--- src/rtl/pipe_stage_reg.sv ---
// pipe_stage_reg: two-entry valid/ready pipeline register with skid slot, flush, bubble masking and stall counter
module pipe_stage_reg #(
  parameter int DATA_W = 32,
  parameter int NDATA = 2,
  parameter int CTRL_W = 3,
  parameter int REG_W = 5,
  parameter int CNT_W = 16
) (
  input  logic                    clk,
  input  logic                    rst,
  input  logic                    in_valid,
  output logic                    in_ready,
  input  logic [CTRL_W-1:0]       in_ctrl,
  input  logic [NDATA*DATA_W-1:0] in_data,
  input  logic [REG_W-1:0]        in_reg,
  input  logic                    flush,
  output logic                    out_valid,
  input  logic                    out_ready,
  output logic [CTRL_W-1:0]       out_ctrl,
  output logic [NDATA*DATA_W-1:0] out_data,
  output logic [REG_W-1:0]        out_reg,
  output logic [CNT_W-1:0]        stall_cnt
);
  typedef enum logic [1:0] {EMPTY = 2'd0, ONE = 2'd1, TWO = 2'd2} state_t;
  state_t state_q, state_d;
  logic [CTRL_W-1:0] main_ctrl_q, main_ctrl_d, skid_ctrl_q, skid_ctrl_d;
  logic [NDATA*DATA_W-1:0] main_data_q, main_data_d, skid_data_q, skid_data_d;
  logic [REG_W-1:0] main_reg_q, main_reg_d, skid_reg_q, skid_reg_d;
  logic [CNT_W-1:0] stall_q, stall_d;
  logic accept, take, load_in, load_skid, skid_to_main;
  always_comb begin
    in_ready = state_q != TWO;
    out_valid = state_q != EMPTY;
    accept = in_valid & in_ready;
    take = out_valid & out_ready;
    load_in = accept & ((state_q == EMPTY) | take);
    load_skid = accept & (state_q == ONE) & !take;
    skid_to_main = take & (state_q == TWO);
    state_d = flush ? EMPTY :
              (state_q == EMPTY) ? (accept ? ONE : EMPTY) :
              (state_q == ONE) ? ((accept & !take) ? TWO : (!accept & take) ? EMPTY : ONE) :
              (take ? ONE : TWO);
    main_ctrl_d = load_in ? in_ctrl : skid_to_main ? skid_ctrl_q : main_ctrl_q;
    main_data_d = load_in ? in_data : skid_to_main ? skid_data_q : main_data_q;
    main_reg_d = load_in ? in_reg : skid_to_main ? skid_reg_q : main_reg_q;
    skid_ctrl_d = load_skid ? in_ctrl : skid_ctrl_q;
    skid_data_d = load_skid ? in_data : skid_data_q;
    skid_reg_d = load_skid ? in_reg : skid_reg_q;
    stall_d = (in_valid & !in_ready & !(&stall_q)) ? stall_q + CNT_W'(1) : stall_q;
    out_ctrl = out_valid ? main_ctrl_q : '0;
    out_data = main_data_q;
    out_reg = main_reg_q;
    stall_cnt = stall_q;
  end
  always_ff @(posedge clk or posedge rst) begin
    if (rst) begin
      state_q <= EMPTY;
      main_ctrl_q <= '0;
      main_data_q <= '0;
      main_reg_q <= '0;
      skid_ctrl_q <= '0;
      skid_data_q <= '0;
      skid_reg_q <= '0;
      stall_q <= '0;
    end else begin
      state_q <= state_d;
      main_ctrl_q <= main_ctrl_d;
      main_data_q <= main_data_d;
      main_reg_q <= main_reg_d;
      skid_ctrl_q <= skid_ctrl_d;
      skid_data_q <= skid_data_d;
      skid_reg_q <= skid_reg_d;
      stall_q <= stall_d;
    end
  end
endmodule

--- config.mk ---
export PLATFORM = sky130hd
export DESIGN_NAME = pipe_stage_reg
export DESIGN_NICKNAME = d
export VERILOG_FILES = /design/src/rtl/pipe_stage_reg.sv
export SDC_FILE = /design/constraint.sdc
export NUM_CORES = 1
export LEC_CHECK = 0
export ABC_AREA = 1
export CORE_AREA = 2 2 172 90
export DETAILED_ROUTE_END_ITERATION = 8
export DIE_AREA = 0 0 174 92
export PLACE_DENSITY = 0.79
export SLEW_MARGIN = 10
export SYNTH_ARGS = -nofsm -noshare
export SYNTH_HDL_FRONTEND = slang
export SYNTH_SLANG_ARGS = --single-unit
--- constraint.sdc ---
create_clock -name clk -period 11.25 [get_ports clk]
set_clock_uncertainty 0.1 [all_clocks]
set_input_delay 2.25 -clock clk [delete_from_list [all_inputs] [get_ports clk]]
set_output_delay 2.25 -clock clk [all_outputs]
set_load 0.005 [all_outputs]
; ---- After elaboration in Yosys (flattened, before gate mapping)
; Cells that the tools add are included.
[classes]
add_sub_neg = 1
eq_ne = 3
muxes = 14
bitwise = 11
n_reduce_logical = 8
[ops]
columns = cell, count
row1 = $mux 64, 2
row2 = $add 16x1->16 const B, 1
row3 = $reduce_and 16->1, 1
row4 = $and 1x1->1, 10
row5 = $mux 2, 5
row6 = $mux 5, 2
row7 = $mux 3, 3
row8 = $logic_not 1->1, 4
row9 = $reduce_bool 2->1, 2
row10 = $eq 2x1->1 const B, 1
row11 = $eq 2x2->1 const B, 1
row12 = $logic_not 2->1, 1
row13 = $mux 1, 2
row14 = $ne 2x2->1 const B, 1
row15 = $or 1x1->1, 1
[totals]
register_bits = 162
elab_cells = 45

; ---- Depth between registers and ports, before layout
; Gate-level depths: netlist of the first run.
[logic_depth]
word_depth = 9
mapped_depth = 10
ltp_nobuf = 8

; ---- Worst setup path before layout of the first run
; No wires, ideal clock.
[synth_timing]
kind = input to register
start = input out_ready
end = register state_q[0]
arrival_ns = 3.271
required_ns = 11.025
path_slack_ns = 7.753
stages = 6
cell_sequence = buf_4 clkbuf_1 nand2_1 ha_1 o31ai_1 nor3_1
[synth_via]
elab_chain_cells = 7
elab_cells_between_ends = 10
[synth_rtl]
columns = element, line
row1 = start: declaration, 18  ; input logic out_ready,
row2 = $and 1x1->1 (*), 35  ; take = out_valid & out_ready;
row3 = $and 1x1->1 / $logic_not 1->1 (equally long branches), 41  ; (state_q == ONE) ? ((accept & !take) ? TWO : (!accept & take) ? EMPTY : ONE) :
row4 = $mux 1 / $and 1x1->1 (equally long branches), 41
row5 = $mux 2, 41
row6 = $mux 2 (*), 41
row7 = $mux 2 (*), 40  ; (state_q == EMPTY) ? (accept ? ONE : EMPTY) :
row8 = $mux 2 (*), 39  ; state_d = flush ? EMPTY :
row9 = net state_d[0], 25  ; state_t state_q, state_d;
row10 = end signal: assignment, 66  ; state_q <= state_d;
row11 = end: declaration, 25
; Mark *: on every way through the listed nets, which the timed path passes. The rest lies on a longest branch.
; A chain may end at the register's enable or synchronous reset.

; ---- Worst setup path in the final report of the first run
[layout_timing]
start = input out_ready
end = register main_data_q[29] (netlist: out_data[29])
[layout_via]
elab_chain_cells = 4
elab_cells_between_ends = 6
[layout_rtl]
columns = element, line
row1 = $and 1x1->1 (*), 35
row2 = $or 1x1->1, 36  ; load_in = accept & ((state_q == EMPTY) | take);
row3 = $and 1x1->1, 36
row4 = $mux 64 / $reduce_bool 2->1 (equally long branches), --
row5 = end signal: assignment, 68  ; main_data_q <= main_data_d;
row6 = end: declaration, 27  ; logic [NDATA*DATA_W-1:0] main_data_q, main_data_d, skid_data_q, skid_data_d;
; Mark *: on every way between the ends. The rest lies on a longest branch, timed or not.

==> metrics.yaml, run 1 <==
run_status: "finished clean"
post_synthesis_register_bit_count: 162
cts_root_buf: "sky130_fd_sc_hd__clkbuf_16"
synth.largest_area_cell: "sky130_fd_sc_hd__dfrtp_1"
detailedPlacementHpwl_mm: 12.1
most_frequent_cells_in_the_layout: "sky130_fd_sc_hd__nand2_1, sky130_fd_sc_hd__clkdlybuf4s50_1, sky130_fd_sc_hd__dfrtp_1"
cts.repair_timing.setup_buffer_count: 0
worstPathArrival_ns: 5.15
synthDominantCellAreaShare_pct: 57.2
final_layout_size_suffix_gt1_share_pct: 4.79
period_share_pct: 44.4
rsz0062_at_grt: "false"
final_nets: 1028
maximum_number_of_pins_on_one_net_before_global_route_repair: 97
io_pins: 167
final_cell_area_um2: 9370
avgViaCountPerCell: 5.13
finalHoldViolCount: 0
cts_tree: "yes"
drt-total-wl_mm: 17.8
globalplace.congestion: 0.912
synth_cells: 804
cts.htree.levels: 4
fin_tns_setup_ns: 0
p_leak_nw: 4.30
total_routing_usage_reported_by_global_routing_pct: 23.4
p_per_area_nw_per_um2: 175
vias: 5982
buffer_ports.inserted: 166
endpoint_kind_of_the_worst_setup_timing_path: "register"
postSynthAreaPerCell_um2: 8.81
cts_made_buffers: 17
cp-start-kind: "input pin"
cts_hold_repair.buffers: 0
core-area_um2: 14700
numPlacedInstances: 1134
clk_path_buf_depth: 2
antenna_cells_inserted: 0
first_pass_grt_wire_length_mm: 29.7
hp-class: "register to register"
power.share.combinational_pct: 20.9
routed_wl_per_cell_um: 15.3
relSlewSlack_pct: 38.9
post_cts.resized_instances: 0
chipWidth_um: 174
numClockSinks: 162
clkLatencyLatePin_ns: 0.41
power.clock.fraction_pct: 31.9
overflow_left_after_global_routing: 0
first_global_vias: 5727
die-area_um2: 16000
drcViolationCount: 0
maxcap_viol_count: 0
power.switching_fraction_pct: 28.7
dpl_cell_area_um2: 8840
synth.cell_area_um2: 7080
synth-seq-area-share_pct: 57.2
critical_path_class: "input pin to register"
final_common_cell: "sky130_fd_sc_hd__nand2_1"
synth-warning-count: 0
areaGrowthSynthToFinish_pct: 32.3
length_of_the_first_detailed_routing_pass_in_iterations: 5
final-max-slew-violation-count: 0
placement_rows: 32
post_synthesis_cell_type_count: 28
grt_antenna_before_repair: 0
detail_route.iter0.violations: 566
syn_nets: 883
tightest_slew_ns: 0.915
route.antenna.remaining_nets: 0
report.power.total_mw: 1.64
fillCellCount: 1229
post_layout_nonfiller_instances: 1165
intPower_mw: 1.17
fin_crit_ns: 5.00
achievable_clock_frequency_mhz: 200
worst_hold_slack_ns: 0.384
post_synth_main_area_contributors: "sky130_fd_sc_hd__dfrtp_1, sky130_fd_sc_hd__nand2_1, sky130_fd_sc_hd__o211ai_1, sky130_fd_sc_hd__inv_1, sky130_fd_sc_hd__nor2_1"
clkSlewWorstSetupHoldPaths_ns: 0.06
vdd_ir_drop_max_v: 0.0000924
floorplan.initialDensity_pct: 48.1
timing.final.setup_violations: 0
maximum_fanout_along_the_worst_path: 48
crit_required_ns: 11.40
sequentialPowerShare_pct: 47.2
switching_power_uw: 472
chipHeight_um: 92
-- critical path, cell delays in order --
cell and delay [ns]:
sky130_fd_sc_hd__clkdlybuf4s50_1 0.46, sky130_fd_sc_hd__buf_4 0.36, sky130_fd_sc_hd__nand3_2 0.76, sky130_fd_sc_hd__nand2_2 0.39
sky130_fd_sc_hd__inv_2 0.23, sky130_fd_sc_hd__buf_4 0.35, sky130_fd_sc_hd__nand2_1 0.17, sky130_fd_sc_hd__o211ai_1 0.11
-- layout make-up --
type / instances / area (um^2) / area share (%)
Clock inverter: 13 / 104 / 1.11
Timing Repair Buffer: 172 / 1710 / 18.2
Tap cell: 204 / 255 / 2.72
Inverter: 99 / 377 / 4.02
Sequential cell: 162 / 4050 / 43.2
Multi-Input combinational cell: 497 / 2450 / 26.1
Clock buffer: 18 / 429 / 4.58
-- cells by family after synthesis --
kind of cell	after synthesis	share of synthesized area [%]
simple gates	343	20.5
flops	162	57.2
compound gates	146	12.9
buf+inv	145	8.34
xor+xnor	6	0.742
fa+ha+maj	2	0.353
-- routing by layer --
metal / up-vias / part of all wire, % / GRT usage [%] / routed length (um)
met1: 2800 / 51 / 37.3 / 9050
li1: 2924 / - / - / -
met4: 0 / 0.99 / 6.30 / 176
met3: 17 / 8.0 / 5.35 / 1430
met5: - / 0 / 0 / 0
met2: 241 / 40 / 31.4 / 7180
-- final timing paths --
check	from	end	slack [ns]	cells after the start
setup reg to reg	state_q[0]	out_data[29]	7.86	7
hold reg to reg	skid_data_q[51]	skid_data_q[51]	0.38	2
setup / recovery	out_ready	out_data[29]	6.25	8
min in group asynchronous	rst	stall_cnt[9]	2.29	2
max in group asynchronous	rst	state_q[0]	7.38	3
hold / removal	skid_data_q[51]	skid_data_q[51]	0.38	2
-- power by group through the flow --
| stage | combinational (mW) | sequential [mW] | clock (mW) |
|---|---|---|---|
| 2_1_floorplan | 0.169 | 0.774 | 0 |
| 3_3_place_gp | 0.336 | 0.780 | 0 |
| 3_5_place_dp | 0.347 | 0.782 | 0 |
| 4_1_cts | 0.348 | 0.774 | 0.536 |
| 5_1_grt | 0.388 | 0.789 | 0.564 |
| 6_report | 0.343 | 0.776 | 0.525 |
-- cell usage after synthesis --
cell and instances:
sky130_fd_sc_hd__xnor2_1 2, sky130_fd_sc_hd__nand4_1 37, sky130_fd_sc_hd__nor2_2 1, sky130_fd_sc_hd__nand2_1 222
sky130_fd_sc_hd__o211ai_1 72, sky130_fd_sc_hd__buf_6 2, sky130_fd_sc_hd__nor2_1 62, sky130_fd_sc_hd__nand2_2 2
sky130_fd_sc_hd__nand3_2 1, sky130_fd_sc_hd__buf_2 19, sky130_fd_sc_hd__clkbuf_1 21, sky130_fd_sc_hd__inv_2 2
sky130_fd_sc_hd__ha_1 2, sky130_fd_sc_hd__nand3_1 12, sky130_fd_sc_hd__buf_4 2, sky130_fd_sc_hd__dfrtp_1 162
sky130_fd_sc_hd__o21ai_0 30, sky130_fd_sc_hd__nand4_2 2, sky130_fd_sc_hd__o21ai_1 3, sky130_fd_sc_hd__o31ai_1 1
sky130_fd_sc_hd__a21oi_1 40, sky130_fd_sc_hd__clkinv_1 1, sky130_fd_sc_hd__nand3b_1 2, sky130_fd_sc_hd__inv_1 96
sky130_fd_sc_hd__buf_1 2, sky130_fd_sc_hd__nand3_4 1, sky130_fd_sc_hd__xor2_1 4, sky130_fd_sc_hd__nor3_1 1
-- metrics by stage --
stage	util, %	setup WS, ns
detailed placement	60.0	5.87
CTS	63.6	6.29
global route	63.6	6.09
finish	63.6	6.25
global placement	60.0	5.92
floorplan	-	4.52
No activity file was read; power rests on OpenSTA's default activity.
==> run 2, diff against run 1 <==
==> constraint.sdc (replaced) <==
create_clock -name clk -period 4.7 [get_ports clk]
set_clock_uncertainty 0.1 [all_clocks]
set_input_delay 0.94 -clock clk [delete_from_list [all_inputs] [get_ports clk]]
set_output_delay 0.94 -clock clk [all_outputs]
set_load 0.005 [all_outputs]
==> run 2 against run 1 <==
Net effect: flip-flop and latch count unchanged; sequential share of layout area down 0.52 points; non-clock buffer count up 5; utilization up 0.78 points; global-route usage up 0.82 points; setup slack worse by 4.9 ns; combinational power up 140%; cell count up 0.43%; total power up 150%; routed wire length up 4.3%; largest cell class unchanged; highest routed layer unchanged.
==> metrics.yaml, run 2 (same netlist as run 1, synthesis figures left out) <==
detail_route.iter0.violations: 592
endpoint_kind_of_the_worst_setup_timing_path: "output port"
length_of_the_first_detailed_routing_pass_in_iterations: 5
floorplan.initialDensity_pct: 48.1
final_nets: 1033
cts.htree.levels: 4
maxcap_viol_count: 0
first_global_vias: 5882
final_layout_size_suffix_gt1_share_pct: 5.38
vias: 6066
detailedPlacementHpwl_mm: 12.7
maximum_fanout_along_the_worst_path: 23
clk_path_buf_depth: 2
relSlewSlack_pct: 30.7
drt-total-wl_mm: 18.6
drcViolationCount: 0
run_status: "finished clean"
grt_antenna_before_repair: 0
final_common_cell: "sky130_fd_sc_hd__nand2_1"
tightest_slew_ns: 1.04
fillCellCount: 1227
route.antenna.remaining_nets: 0
cp-start-kind: "register"
total_routing_usage_reported_by_global_routing_pct: 24.2
multi_input_comb_area_um2: 2450
setup_slack_ns: 1.39
maximum_number_of_pins_on_one_net_before_global_route_repair: 76
grt_most_used_layer: "met1"
period_share_pct: 70.5
fin_tns_setup_ns: 0
core-area_um2: 14700
cts_tree: "yes"
crit_required_ns: 3.66
buffer_ports.inserted: 166
cts_made_buffers: 17
avgViaCountPerCell: 5.18
p_leak_nw: 4.36
use_met1_pct: 37.5
dp_slack_ns: 1.04
most_frequent_cells_in_the_layout: "sky130_fd_sc_hd__nand2_1, sky130_fd_sc_hd__clkdlybuf4s50_1, sky130_fd_sc_hd__dfrtp_1"
numClockSinks: 162
achievable_clock_frequency_mhz: 302
vdd_ir_drop_max_v: 0.000237
hp-class: "register to register"
antenna_cells_inserted: 0
routed_wl_per_cell_um: 15.9
cts_hold_repair.buffers: 0
final-max-slew-violation-count: 0
overflow_left_after_global_routing: 0
placement_rows: 32
first_pass_grt_wire_length_mm: 30.6
clkLatencyLatePin_ns: 0.41
timing.final.setup_violations: 0
cts_root_buf: "sky130_fd_sc_hd__clkbuf_16"
post_cts.resized_instances: 0
areaGrowthSynthToFinish_pct: 33.9
p_per_area_nw_per_um2: 429
critical_path_class: "register to output port"
fin_crit_ns: 3.31
finalHoldViolCount: 0
die-area_um2: 16000
worstPathArrival_ns: 2.27
io_pins: 167
grt_use_met3_pct: 5.31
globalRouteMet2Util_pct: 35.2
reg2reg_depth: 8
cts.repair_timing.setup_buffer_count: 0
globalplace.congestion: 0.864
chipWidth_um: 174
chipHeight_um: 92
hold_path_depth: 2
clkSlewWorstSetupHoldPaths_ns: 0.06
area.sequential_um2: 4050
rsz0062_at_grt: "false"
-- run 2: changes by cell type in the layout (fill, tap and decap cells not counted), sizes merged --
cell and change:
buf +5, clkinv -2, bufinv +2
-- run 2: report_power, final --
part	switching [mW]	internal, mW	total, mW	leakage (nW)
registers	0.165	1.70	1.86	1.96
clock network	0.579	0.804	1.38	0.277
logic	0.400	0.428	0.827	2.12
-- run 2: critical path: stages, from the launching register on --
cell and delay (ns):
sky130_fd_sc_hd__dfrtp_1 0.97, sky130_fd_sc_hd__nor2_1 0.21, sky130_fd_sc_hd__inv_1 0.16, sky130_fd_sc_hd__clkdlybuf4s50_1 0.54
-- run 2: layout make-up --
class                   instances  area share [%]
clock buffers                  18            4.63
clock inverters                13            1.56
inverters                      99            3.96
multi-input cells             497            25.8
flip-flops and latches        162            42.7
well taps                     204            2.69
repair buffers                177            18.6
-- run 2: per-layer routing --
layer | vias to the layer above | wire [um]
li1 | 2918 | -
met1 | 2918 | 9260
met2 | 222 | 7870
met3 | 8 | 1380
met4 | 0 | 72
met5 | - | 0
-- run 2: through the flow --
step	cells	cell area (um^2)	hold slack [ns]	power, mW	util, %
floorplan	804	7090	0.353	2.26	-
global placement	1139	8900	0.366	2.68	60.4
detailed placement	1139	8900	0.373	2.71	60.4
CTS	1170	9490	0.389	4.10	64.4
global route	1170	9490	0.408	4.30	64.4
finish	1170	9490	0.387	4.07	64.4
-- run 2: path summary, 6_finish.rpt --
path / startpoint / to / slack, ns
max: state_q[1] / out_valid / 1.39
min: skid_data_q[34] / skid_data_q[34] / 0.39
max reg2reg: state_q[0] / out_data[60] / 1.56
min reg2reg: skid_data_q[34] / skid_data_q[34] / 0.39
max in group asynchronous: rst / out_data[26] / 2.60
min in group asynchronous: rst / out_data[55] / 1.02
